==> config.mk <==
export PLATFORM = sky130hd
export DESIGN_NAME = time_set_ctrl
export DESIGN_NICKNAME = d
export VERILOG_FILES = /design/src/rtl/time_pkg.sv /design/src/rtl/key_press_tracker.sv /design/src/rtl/time_set_ctrl.sv
export SDC_FILE = /design/constraint.sdc
export NUM_CORES = 1
export LEC_CHECK = 0
export BUFFER_PORTS_ARGS = -buffer_cell sky130_fd_sc_hd__buf_4
export CAP_MARGIN = 20
export CORE_ASPECT_RATIO = 1.4
export CORE_MARGIN = 4
export CORE_UTILIZATION = 45
export DETAILED_ROUTE_END_ITERATION = 10
export GPL_ROUTABILITY_DRIVEN = 0
export HOLD_SLACK_MARGIN = 0.08
export PLACE_DENSITY_LB_ADDON = 0.25
export SYNTH_ARGS = -nofsm -noshare
export SYNTH_HDL_FRONTEND = slang
export SYNTH_SLANG_ARGS = --single-unit
==> constraint.sdc <==
create_clock -name clk -period 2.98 [get_ports clk]
set_input_delay 0.298 -clock clk [delete_from_list [all_inputs] [get_ports clk]]
set_output_delay 0.298 -clock clk [all_outputs]
set_load 0.02 [all_outputs]
==> src/rtl/time_pkg.sv <==
// Shared definitions for the time-of-day set controller: mode encodings,
// field widths and limits, key indices, and modular step helpers.
package time_pkg;

    // Operating modes; the display blinks the field named by the SET modes
    typedef enum logic [1:0] {
        RUN      = 2'd0,
        SET_HOUR = 2'd1,
        SET_MIN  = 2'd2,
        SET_SEC  = 2'd3
    } mode_e;

    localparam int HOUR_W     = 5;
    localparam int MINSEC_W   = 6;
    localparam int HOUR_MAX   = 23;
    localparam int MINSEC_MAX = 59;

    // Bit positions inside the active-low key vector
    localparam int KEY_MODE = 0;
    localparam int KEY_INC  = 1;
    localparam int KEY_DEC  = 2;
    localparam int KEY_EXIT = 3;
    localparam int NUM_KEYS = 4;

    // Step up with wrap to zero after max_v; hours use it zero-extended to 6 bits
    function automatic logic [MINSEC_W-1:0] wrap_up(input logic [MINSEC_W-1:0] v,
                                                    input logic [MINSEC_W-1:0] max_v);
        return (v == max_v) ? '0 : v + MINSEC_W'(1);
    endfunction

    // Step down with wrap from zero to max_v
    function automatic logic [MINSEC_W-1:0] wrap_down(input logic [MINSEC_W-1:0] v,
                                                      input logic [MINSEC_W-1:0] max_v);
        return (v == '0) ? max_v : v - MINSEC_W'(1);
    endfunction

endpackage

==> src/rtl/key_press_tracker.sv <==
// Per-key tracker: turns the upstream one-cycle active-low sample pulses into
// a single press event per hold, plus auto-repeat events while the key stays held.
// A key is considered released once HOLD_WIN cycles pass without a pulse.
module key_press_tracker #(
    parameter int HOLD_WIN     = 15_000_000,
    parameter int REPEAT_START = 25,
    parameter int REPEAT_EVERY = 5,
    parameter int CNT_W        = 24
) (
    input  logic clk,
    input  logic rst,
    input  logic pulse_n,
    output logic press,
    output logic repeat_ev
);

    localparam int REP_W = $clog2(REPEAT_START + 1);
    localparam int EVR_W = $clog2(REPEAT_EVERY + 1);

    // rep_cnt counts held samples after the press sample, so the sample numbered
    // REPEAT_START (press sample = 1) is the one where it reaches REPEAT_START-1.
    localparam logic [REP_W-1:0] REP_LAST = REP_W'(REPEAT_START - 1);
    localparam logic [EVR_W-1:0] EVR_LAST = EVR_W'(REPEAT_EVERY);
    localparam logic [CNT_W-1:0] WIN_LAST = CNT_W'(HOLD_WIN);

    logic             pulse;
    logic             held;
    logic [CNT_W-1:0] win_cnt;
    logic [REP_W-1:0] rep_cnt;
    logic [EVR_W-1:0] evr_cnt;
    logic [CNT_W-1:0] win_inc;
    logic [REP_W-1:0] rep_inc;
    logic [EVR_W-1:0] evr_inc;
    logic             started;
    logic             start_hit;
    logic             every_hit;

    assign pulse     = ~pulse_n;
    assign press     = pulse && !held;
    assign repeat_ev = pulse && held && (start_hit || every_hit);

    // Counter increments and repeat-point detection for the current sample
    always_comb begin
        win_inc   = win_cnt + CNT_W'(1);
        rep_inc   = rep_cnt + REP_W'(1);
        evr_inc   = evr_cnt + EVR_W'(1);
        started   = (rep_cnt == REP_LAST);
        start_hit = !started && (rep_inc == REP_LAST);
        every_hit = started && (evr_inc == EVR_LAST);
    end

    // Hold state, release window and repeat counters
    always_ff @(posedge clk) begin
        if (rst) begin
            held    <= 1'b0;
            win_cnt <= '0;
            rep_cnt <= '0;
            evr_cnt <= '0;
        end else if (pulse) begin
            win_cnt <= '0;
            if (!held) begin
                held    <= 1'b1;
                rep_cnt <= '0;
                evr_cnt <= '0;
            end else begin
                if (!started) begin
                    rep_cnt <= rep_inc;
                end
                if (start_hit || every_hit) begin
                    evr_cnt <= '0;
                end else if (started) begin
                    evr_cnt <= evr_inc;
                end
            end
        end else if (held) begin
            if (win_inc == WIN_LAST) begin
                held    <= 1'b0;
                win_cnt <= '0;
            end else begin
                win_cnt <= win_inc;
            end
        end
    end

endmodule

==> src/rtl/time_set_ctrl.sv <==
// Digital clock core: hour/min/sec counters advanced by the 1 Hz strobe, and a
// set-mode state machine driven by MODE/INC/DEC/EXIT key events for editing them.
module time_set_ctrl
    import time_pkg::*;
#(
    parameter int HOLD_WIN     = 15_000_000,
    parameter int REPEAT_START = 25,
    parameter int REPEAT_EVERY = 5,
    parameter int CNT_W        = 24
) (
    input  logic                clk,
    input  logic                rst,
    input  logic [NUM_KEYS-1:0] key_in,
    input  logic                tick_1hz,
    output logic [HOUR_W-1:0]   hour,
    output logic [MINSEC_W-1:0] min,
    output logic [MINSEC_W-1:0] sec,
    output logic [1:0]          mode
);

    logic [NUM_KEYS-1:0] press;
    logic [NUM_KEYS-1:0] rep_ev;
    logic                unused_rep;

    logic ev_mode;
    logic ev_exit;
    logic ev_inc;
    logic ev_dec;
    logic exit_taken;
    logic mode_taken;
    logic adj_en;
    logic adj_up;
    logic run_tick;

    mode_e state;
    mode_e state_next;

    logic [HOUR_W-1:0]   hour_nxt;
    logic [MINSEC_W-1:0] min_nxt;
    logic [MINSEC_W-1:0] sec_nxt;
    logic [MINSEC_W-1:0] hour_up;
    logic [MINSEC_W-1:0] hour_down;

    for (genvar k = 0; k < NUM_KEYS; k++) begin : g_key
        key_press_tracker #(
            .HOLD_WIN    (HOLD_WIN),
            .REPEAT_START(REPEAT_START),
            .REPEAT_EVERY(REPEAT_EVERY),
            .CNT_W       (CNT_W)
        ) u_tracker (
            .clk      (clk),
            .rst      (rst),
            .pulse_n  (key_in[k]),
            .press    (press[k]),
            .repeat_ev(rep_ev[k])
        );
    end

    // MODE and EXIT never auto-repeat, so their repeat outputs go nowhere
    assign unused_rep = rep_ev[KEY_MODE] | rep_ev[KEY_EXIT];

    assign ev_mode = press[KEY_MODE];
    assign ev_exit = press[KEY_EXIT];
    assign ev_inc  = press[KEY_INC] | rep_ev[KEY_INC];
    assign ev_dec  = press[KEY_DEC] | rep_ev[KEY_DEC];

    assign mode = state;

    // Mode state register
    always_ff @(posedge clk) begin
        if (rst) begin
            state <= RUN;
        end else begin
            state <= state_next;
        end
    end

    // Next mode: EXIT (only meaningful in a SET mode) beats MODE stepping
    always_comb begin
        exit_taken = ev_exit && (state != RUN);
        mode_taken = ev_mode && !exit_taken;
        state_next = state;
        if (exit_taken) begin
            state_next = RUN;
        end else if (mode_taken) begin
            case (state)
                RUN:      state_next = SET_HOUR;
                SET_HOUR: state_next = SET_MIN;
                SET_MIN:  state_next = SET_SEC;
                default:  state_next = RUN;
            endcase
        end
    end

    // Mode-dependent controls: clock runs only in RUN, edits only when INC/DEC win
    always_comb begin
        run_tick = (state == RUN) && tick_1hz;
        adj_en   = (state != RUN) && !exit_taken && !mode_taken && (ev_inc ^ ev_dec);
        adj_up   = ev_inc;
    end

    // Next time value: ripple carry on the 1 Hz tick, or a single-field edit
    always_comb begin
        hour_nxt  = hour;
        min_nxt   = min;
        sec_nxt   = sec;
        hour_up   = wrap_up({1'b0, hour}, MINSEC_W'(HOUR_MAX));
        hour_down = wrap_down({1'b0, hour}, MINSEC_W'(HOUR_MAX));
        if (run_tick) begin
            sec_nxt = wrap_up(sec, MINSEC_W'(MINSEC_MAX));
            if (sec == MINSEC_W'(MINSEC_MAX)) begin
                min_nxt = wrap_up(min, MINSEC_W'(MINSEC_MAX));
                if (min == MINSEC_W'(MINSEC_MAX)) begin
                    hour_nxt = hour_up[HOUR_W-1:0];
                end
            end
        end else if (adj_en) begin
            case (state)
                SET_HOUR: hour_nxt = adj_up ? hour_up[HOUR_W-1:0] : hour_down[HOUR_W-1:0];
                SET_MIN:  min_nxt  = adj_up ? wrap_up(min, MINSEC_W'(MINSEC_MAX))
                                            : wrap_down(min, MINSEC_W'(MINSEC_MAX));
                SET_SEC:  sec_nxt  = '0;
                default:  ;
            endcase
        end
    end

    // Time registers feeding the display
    always_ff @(posedge clk) begin
        if (rst) begin
            hour <= '0;
            min  <= '0;
            sec  <= '0;
        end else begin
            hour <= hour_nxt;
            min  <= min_nxt;
            sec  <= sec_nxt;
        end
    end

endmodule

# Word level (Yosys, flattened, before mapping)
# Cells that the tools add are included.
[totals]
wordCells = 152
output_inout_bits = 19
register_bits = 135
in_bits = 7
[classes]
n_eq_ne = 22
muxes = 46
reduce_logical = 48
add_sub_neg = 13
n_bitwise = 7
[ops]
columns = ["cell", "n"]
rows = [
  ["adder 24 x 1 -> 24 bit, second input constant", 4],
  ["== test 24 bit, second input constant", 4],
  ["2-to-1 mux 24 bit", 4],
  ["2-to-1 mux 6 bit", 11],
  ["2-to-1 mux 5 bit", 12],
  ["== test 5 bit, second input constant", 5],
  ["logical AND 1 bit", 18],
  ["2-to-1 mux 3 bit", 6],
  ["adder 5 x 1 -> 5 bit, second input constant", 3],
  ["adder 6 x 1 -> 6 bit, second input constant", 2],
  ["== test 6 bit, second input constant", 2],
  ["2-to-1 mux 1 bit", 12],
  ["AND reduction 2 bit", 5],
  ["nonzero test 2 bit", 5],
  ["OR reduction 2 bit", 5],
  ["logical NOT 1 bit", 8],
  ["adder 3 x 1 -> 3 bit, second input constant", 2],
  ["== test 3 bit, second input constant", 2],
  ["logical NOT 6 bit", 1],
  ["inequality test 3 bit, second input constant", 2],
  ["one-hot mux 2 bit (3 select lines)", 1],
  ["subtractor 6 x 1 -> 6 bit, second input constant", 1],
  ["logical NOT 5 bit", 1],
  ["subtractor 5 x 1 -> 5 bit, second input constant", 1],
  ["11 further kinds", 19],
]

# Depth between registers and ports, before layout
[depth]
depth_word = 10
ltp_mapped = 11

# Hierarchy
# From an unflattened synthesis, not the netlist that was laid out.
[hier_totals]
cells_unflattened = 1176
hier_area_um2 = 9668.0
[modules_own_cells]
columns = ["mod", "area_per_inst_um2", "cells_per_inst", "instances", "seq_area_each_um2"]
rows = [
  ["key_press_tracker", 2078.2, 252, 4, 660.6],
  ["time_set_ctrl", 1355.0, 168, 1, 380.4],
]

# Worst setup path before layout
# No wires, ideal clock.
[synth_path]
path_kind = "register -> register"
startpoint = "reg g_key[3].u_tracker.win_cnt[0]"
endpoint = "reg g_key[3].u_tracker.win_cnt[23]"
t_arrival_ns = 2.506
synth_period_minus_slack_ns = 2.620
n_path_buf = 2
path_stages_with_launch = 11
path_slack_ns = 0.360
t_required_ns = 2.865
cell_sequence = "dfxtp_1 > ha_1 > clkbuf_1 > nand4_1 > nor4_2 > nand3_1 > a221oi_1 > o2111ai_1 > o21ai_1 > buf_4 > nor2_1"
[synth_via]
elab_chain_cells = 3
[synth_rtl]
columns = ["item", "line_no", "rtl"]
rows = [
  ["start: declaration", "key_press_tracker.sv:28", "logic [CNT_W-1:0] win_cnt;"],
  ["start signal: assignment", "key_press_tracker.sv:80", "win_cnt <= win_inc;"],
  ["adder 24 x 1 -> 24 bit *", "key_press_tracker.sv:44", "win_inc = win_cnt + CNT_W'(1);"],
  ["== test 24 bit", "key_press_tracker.sv:76", "if (win_inc == WIN_LAST) begin"],
  ["2-to-1 mux 24 bit *", "key_press_tracker.sv:76", ""],
]
# Mark *: on every way between the ends. The rest lies on a longest branch, timed or not.
# A chain may end at the register's enable or synchronous reset.

# Worst setup path after layout
[layout_path]
startpoint = "reg g_key[2].u_tracker.win_cnt[0]"
endpoint = "reg g_key[2].u_tracker.win_cnt[7]"
[layout_via]
elab_chain_cells = 3
[layout_rtl]
columns = ["item", "line_no"]
rows = [
  ["start: declaration", "key_press_tracker.sv:28"],
  ["start signal: assignment", "key_press_tracker.sv:80"],
  ["adder 24 x 1 -> 24 bit *", "key_press_tracker.sv:44"],
  ["== test 24 bit", "key_press_tracker.sv:76"],
  ["2-to-1 mux 24 bit *", "key_press_tracker.sv:76"],
]
# Marks and branches as above.

==> impl_metrics.csv <==
group,metric,value,unit
sta,slew_headroom,55.80,%
synth,seq_area_frac_synth,31.90,%
sta,finalCriticalPeriod,2.788,ns
floorplanning,initial_core_util,45.72,%
place,port_buffers,25,
global_route,grt_max_degree,49,
global_route,grt_use_total,19.04,%
routing,antenna_left,0,
sta,fmax,358.7,MHz
finish,syn_to_final_growth,13.41,%
synth,yosysWarnings,0,
routing,vias,7859,
floorplanning,fp.dieH,170.4,um
global_route,grt_pass1_vias,7328,
clock_tree,root_buffer,"clkbuf_16",
synth,synth-edff-count,0,
place,dp.cells,1329,
finish,fin_nets,1135,
routing,wl_per_cell,14.30,um
setup_path,path_class,"reg2reg",
finish,antenna_cells,0,
setup_path,required,3.30,ns
floorplanning,row_count,59,
setup_path,cp-endpoint,"g_key[2].u_tracker.win_cnt[7]",
synth,syn_area,8472,sq um
routing,dr_wl_met2,9.850,mm
setup_path,crit_start,"g_key[2].u_tracker.win_cnt[0]",
sta,rsz0062_at_grt,"false",
synth,syn_inst,1091,
clock_tree,cts_buffer_depth,2,
clock_tree,numCtsBuffers,17,
routing,highest_layer,"met4",
clock_tree,cts_tree,"yes",
sta,tightest_slew,0.6591,ns
setup_path,r2r_slack,0.19,ns
finish,drive_above_1_share,10.72,%
synth,synth_cell_types,74,
routing,drcViolationCount,0,
sta,fin_skew,0.008904,ns
synth,syn-num-nets,1120,
power_and_ir_drop,power.total,4.290,mW
floorplanning,die_x,124.0,um
clock_tree,clk_pin_slew,0.06,ns
finish,stdcell_count,1363,
synth,synthArstFlopShare,0,%
synth,syn_avg_cell_area,7.765,sq um
power_and_ir_drop,leakagePower,3.311,nW
global_route,overflow,0,
floorplanning,fp.dieArea,21120,sq um
setup_path,worstReg2RegEnd,"g_key[2].u_tracker.win_cnt[7]",
floorplanning,ioPinCount,26,
routing,met3_length,644,um
sta,setup_violations,0,
finish,post-route-util,51.85,%
routing,drtIter0Drc,561,
routing,via_per_inst,5.766,
synth,synth_seq_cells,135,
sta,final_max_slew_viol_count,0,
place,hpwlAfterDp,13.80,mm
setup_path,path_max_fanout,7,
setup_path,regToRegStartpoint,"g_key[2].u_tracker.win_cnt[0]",
worst_hold_path,hold_start,"key_in[0]",
clock_tree,htreeDepth,4,
clock_tree,clock_sinks,135,
sta,whs,0.1138,ns
routing,drt-met1-wl,8.580,mm
flow_run,drv_cap,0,
power_and_ir_drop,powerDensity,446.5,nW/um^2
sta,fin_setup_tns,0,ns
setup_path,r2r_cells,9,
setup_path,crit_path_start_kind,"flip-flop",
setup_path,arrival,3.11,ns
setup_path,cp-end-kind,"flip-flop",
worst_hold_path,hold_path_class,"in2reg",
sta,hold_viol_final,0,
run_status,status,"completed",
finish,fill_cells,1798,
global_route,grt_pass1_wl,33.54,mm
synth,synth_flop_cell,"dfxtp_1",
routing,finalWirelength,19.49,mm
power_and_ir_drop,max-vdd-ir-drop,0.3639,mV
clock_tree,clk_latency,0.42,ns
global_route,antenna_found_initial,0,
routing,firstDrtPassIters,5,
sta,finalCritPeriodShare,93.54,%
floorplanning,coreArea,18530,sq um
-- placed cells by master (no fill, tap or decap), types with 18 or more instances in the layout --
cell type / count
inv_1: 36
nor4_1: 18
dfxtp_1: 135
nand3_1: 69
and3_1: 20
buf_4: 61
xnor2_1: 38
nand4_1: 45
nand2_1: 80
nor3_1: 64
xor2_1: 55
o21ai_0: 30
ha_1: 21
or3_1: 21
nor2_1: 126
a21oi_1: 45
-- how the worst min path moves through the flow --
stage                                    endpoint  slack [ns]  depth (start not counted)
finish                    g_key[0].u_tracker.held        0.11                          2
CTS                       g_key[0].u_tracker.held        0.11                          2
global placement    g_key[1].u_tracker.evr_cnt[1]        0.47                          2
floorplan                 g_key[2].u_tracker.held        0.39                          1
global route              g_key[0].u_tracker.held        0.12                          2
detailed placement  g_key[2].u_tracker.evr_cnt[1]        0.48                          2
-- registers in the layout (all words and copies together) (netlist names) --
register / flops
mode: 2
g_key.u_tracker.win_cnt: 96
hour: 5
sec: 6
g_key.u_tracker.evr_cnt: 6
g_key.u_tracker.rep_cnt: 10
g_key.u_tracker.held: 4
min: 6
-- what timing repair did --
item                                    CTS  global route
gates resized for setup                   0             3
hold buffers                              2             0
endpoints found under the hold margin     2             0
setup buffers                             0             0
endpoints found under the setup margin    0             4
-- synth_stat cells (10+ instances only) --
library cell / instances / area [sq um]
nor3_1: 64 / 320.3
a21oi_1: 45 / 225.2
and4_1: 11 / 96.34
and3_1: 20 / 125.1
nand3_1: 69 / 345.3
a31oi_1: 16 / 100.1
nand2_1: 80 / 300.3
and2_1: 13 / 81.33
nand4_1: 45 / 281.5
dfxtp_1: 135 / 2703
nor2_1: 126 / 473.0
xor2_1: 55 / 481.7
o21ai_0: 30 / 150.1
or3_1: 21 / 131.4
buf_2: 12 / 60.06
inv_1: 36 / 135.1
xnor2_1: 38 / 332.8
nand2b_1: 15 / 93.84
ha_1: 22 / 275.3
clkbuf_1: 47 / 176.4
nor2b_1: 10 / 62.56
nor4_1: 18 / 112.6
-- worst max-delay path, stage by stage, from the launching register on --
cell,delay (ns)
dfxtp_1,0.42
ha_2,0.27
and4_1,0.33
nand4_1,0.27
o21a_1,0.31
a2111oi_0,0.36
nand4b_1,0.20
o41ai_2,0.27
buf_4,0.20
nor2_1,0.05
-- metrics by stage --
| stage | setup WS, ns | area (sq um) |
|---|---|---|
| floorplan | 0.3598 | 8472 |
| global placement | 0.2088 | 8957 |
| detailed placement | 0.1718 | 8957 |
| CTS | 0.1490 | 9595 |
| global route | 0.006389 | 9608 |
| finish | 0.1924 | 9608 |
-- layout make-up --
type / count / area (sq um) / share of cell area (%)
flip-flops and latches: 135 / 2703 / 28.13
well taps: 244 / 305.3 / 3.178
clock inverters: 10 / 143.9 / 1.498
multi-input cells: 852 / 5365 / 55.84
repair buffers: 63 / 478.0 / 4.975
clock buffers: 22 / 474.2 / 4.936
inverters: 37 / 138.9 / 1.445
-- where the power goes --
| part | leakage [nW] | internal, mW | switching, mW |
|---|---|---|---|
| Combinational | 1.93 | 0.0788 | 0.153 |
| Clock | 0.293 | 1.39 | 0.829 |
| Sequential | 1.09 | 1.82 | 0.0211 |
-- metal layers --
| metal | up-vias | track usage [%] |
|---|---|---|
| met5 | - | 0 |
| met4 | 0 | 7.388 |
| met3 | 36 | 3.324 |
| met2 | 157 | 33.79 |
| met1 | 3668 | 22.54 |
| li1 | 3998 | - |
-- cells by family (layout without fill, tap and decap cells) --
group           count (synthesis)  count (layout)  synth area share [%]
buf+inv                       104             132                 4.918
compound gates                189             189                 15.37
mux                            12              12                 1.462
xor+xnor                       93              93                 9.615
simple gates                  536             536                 33.48
flops                         135             135                 31.90
fa+ha+maj                      22              22                 3.249
No activity file was read; power rests on OpenSTA's default activity.
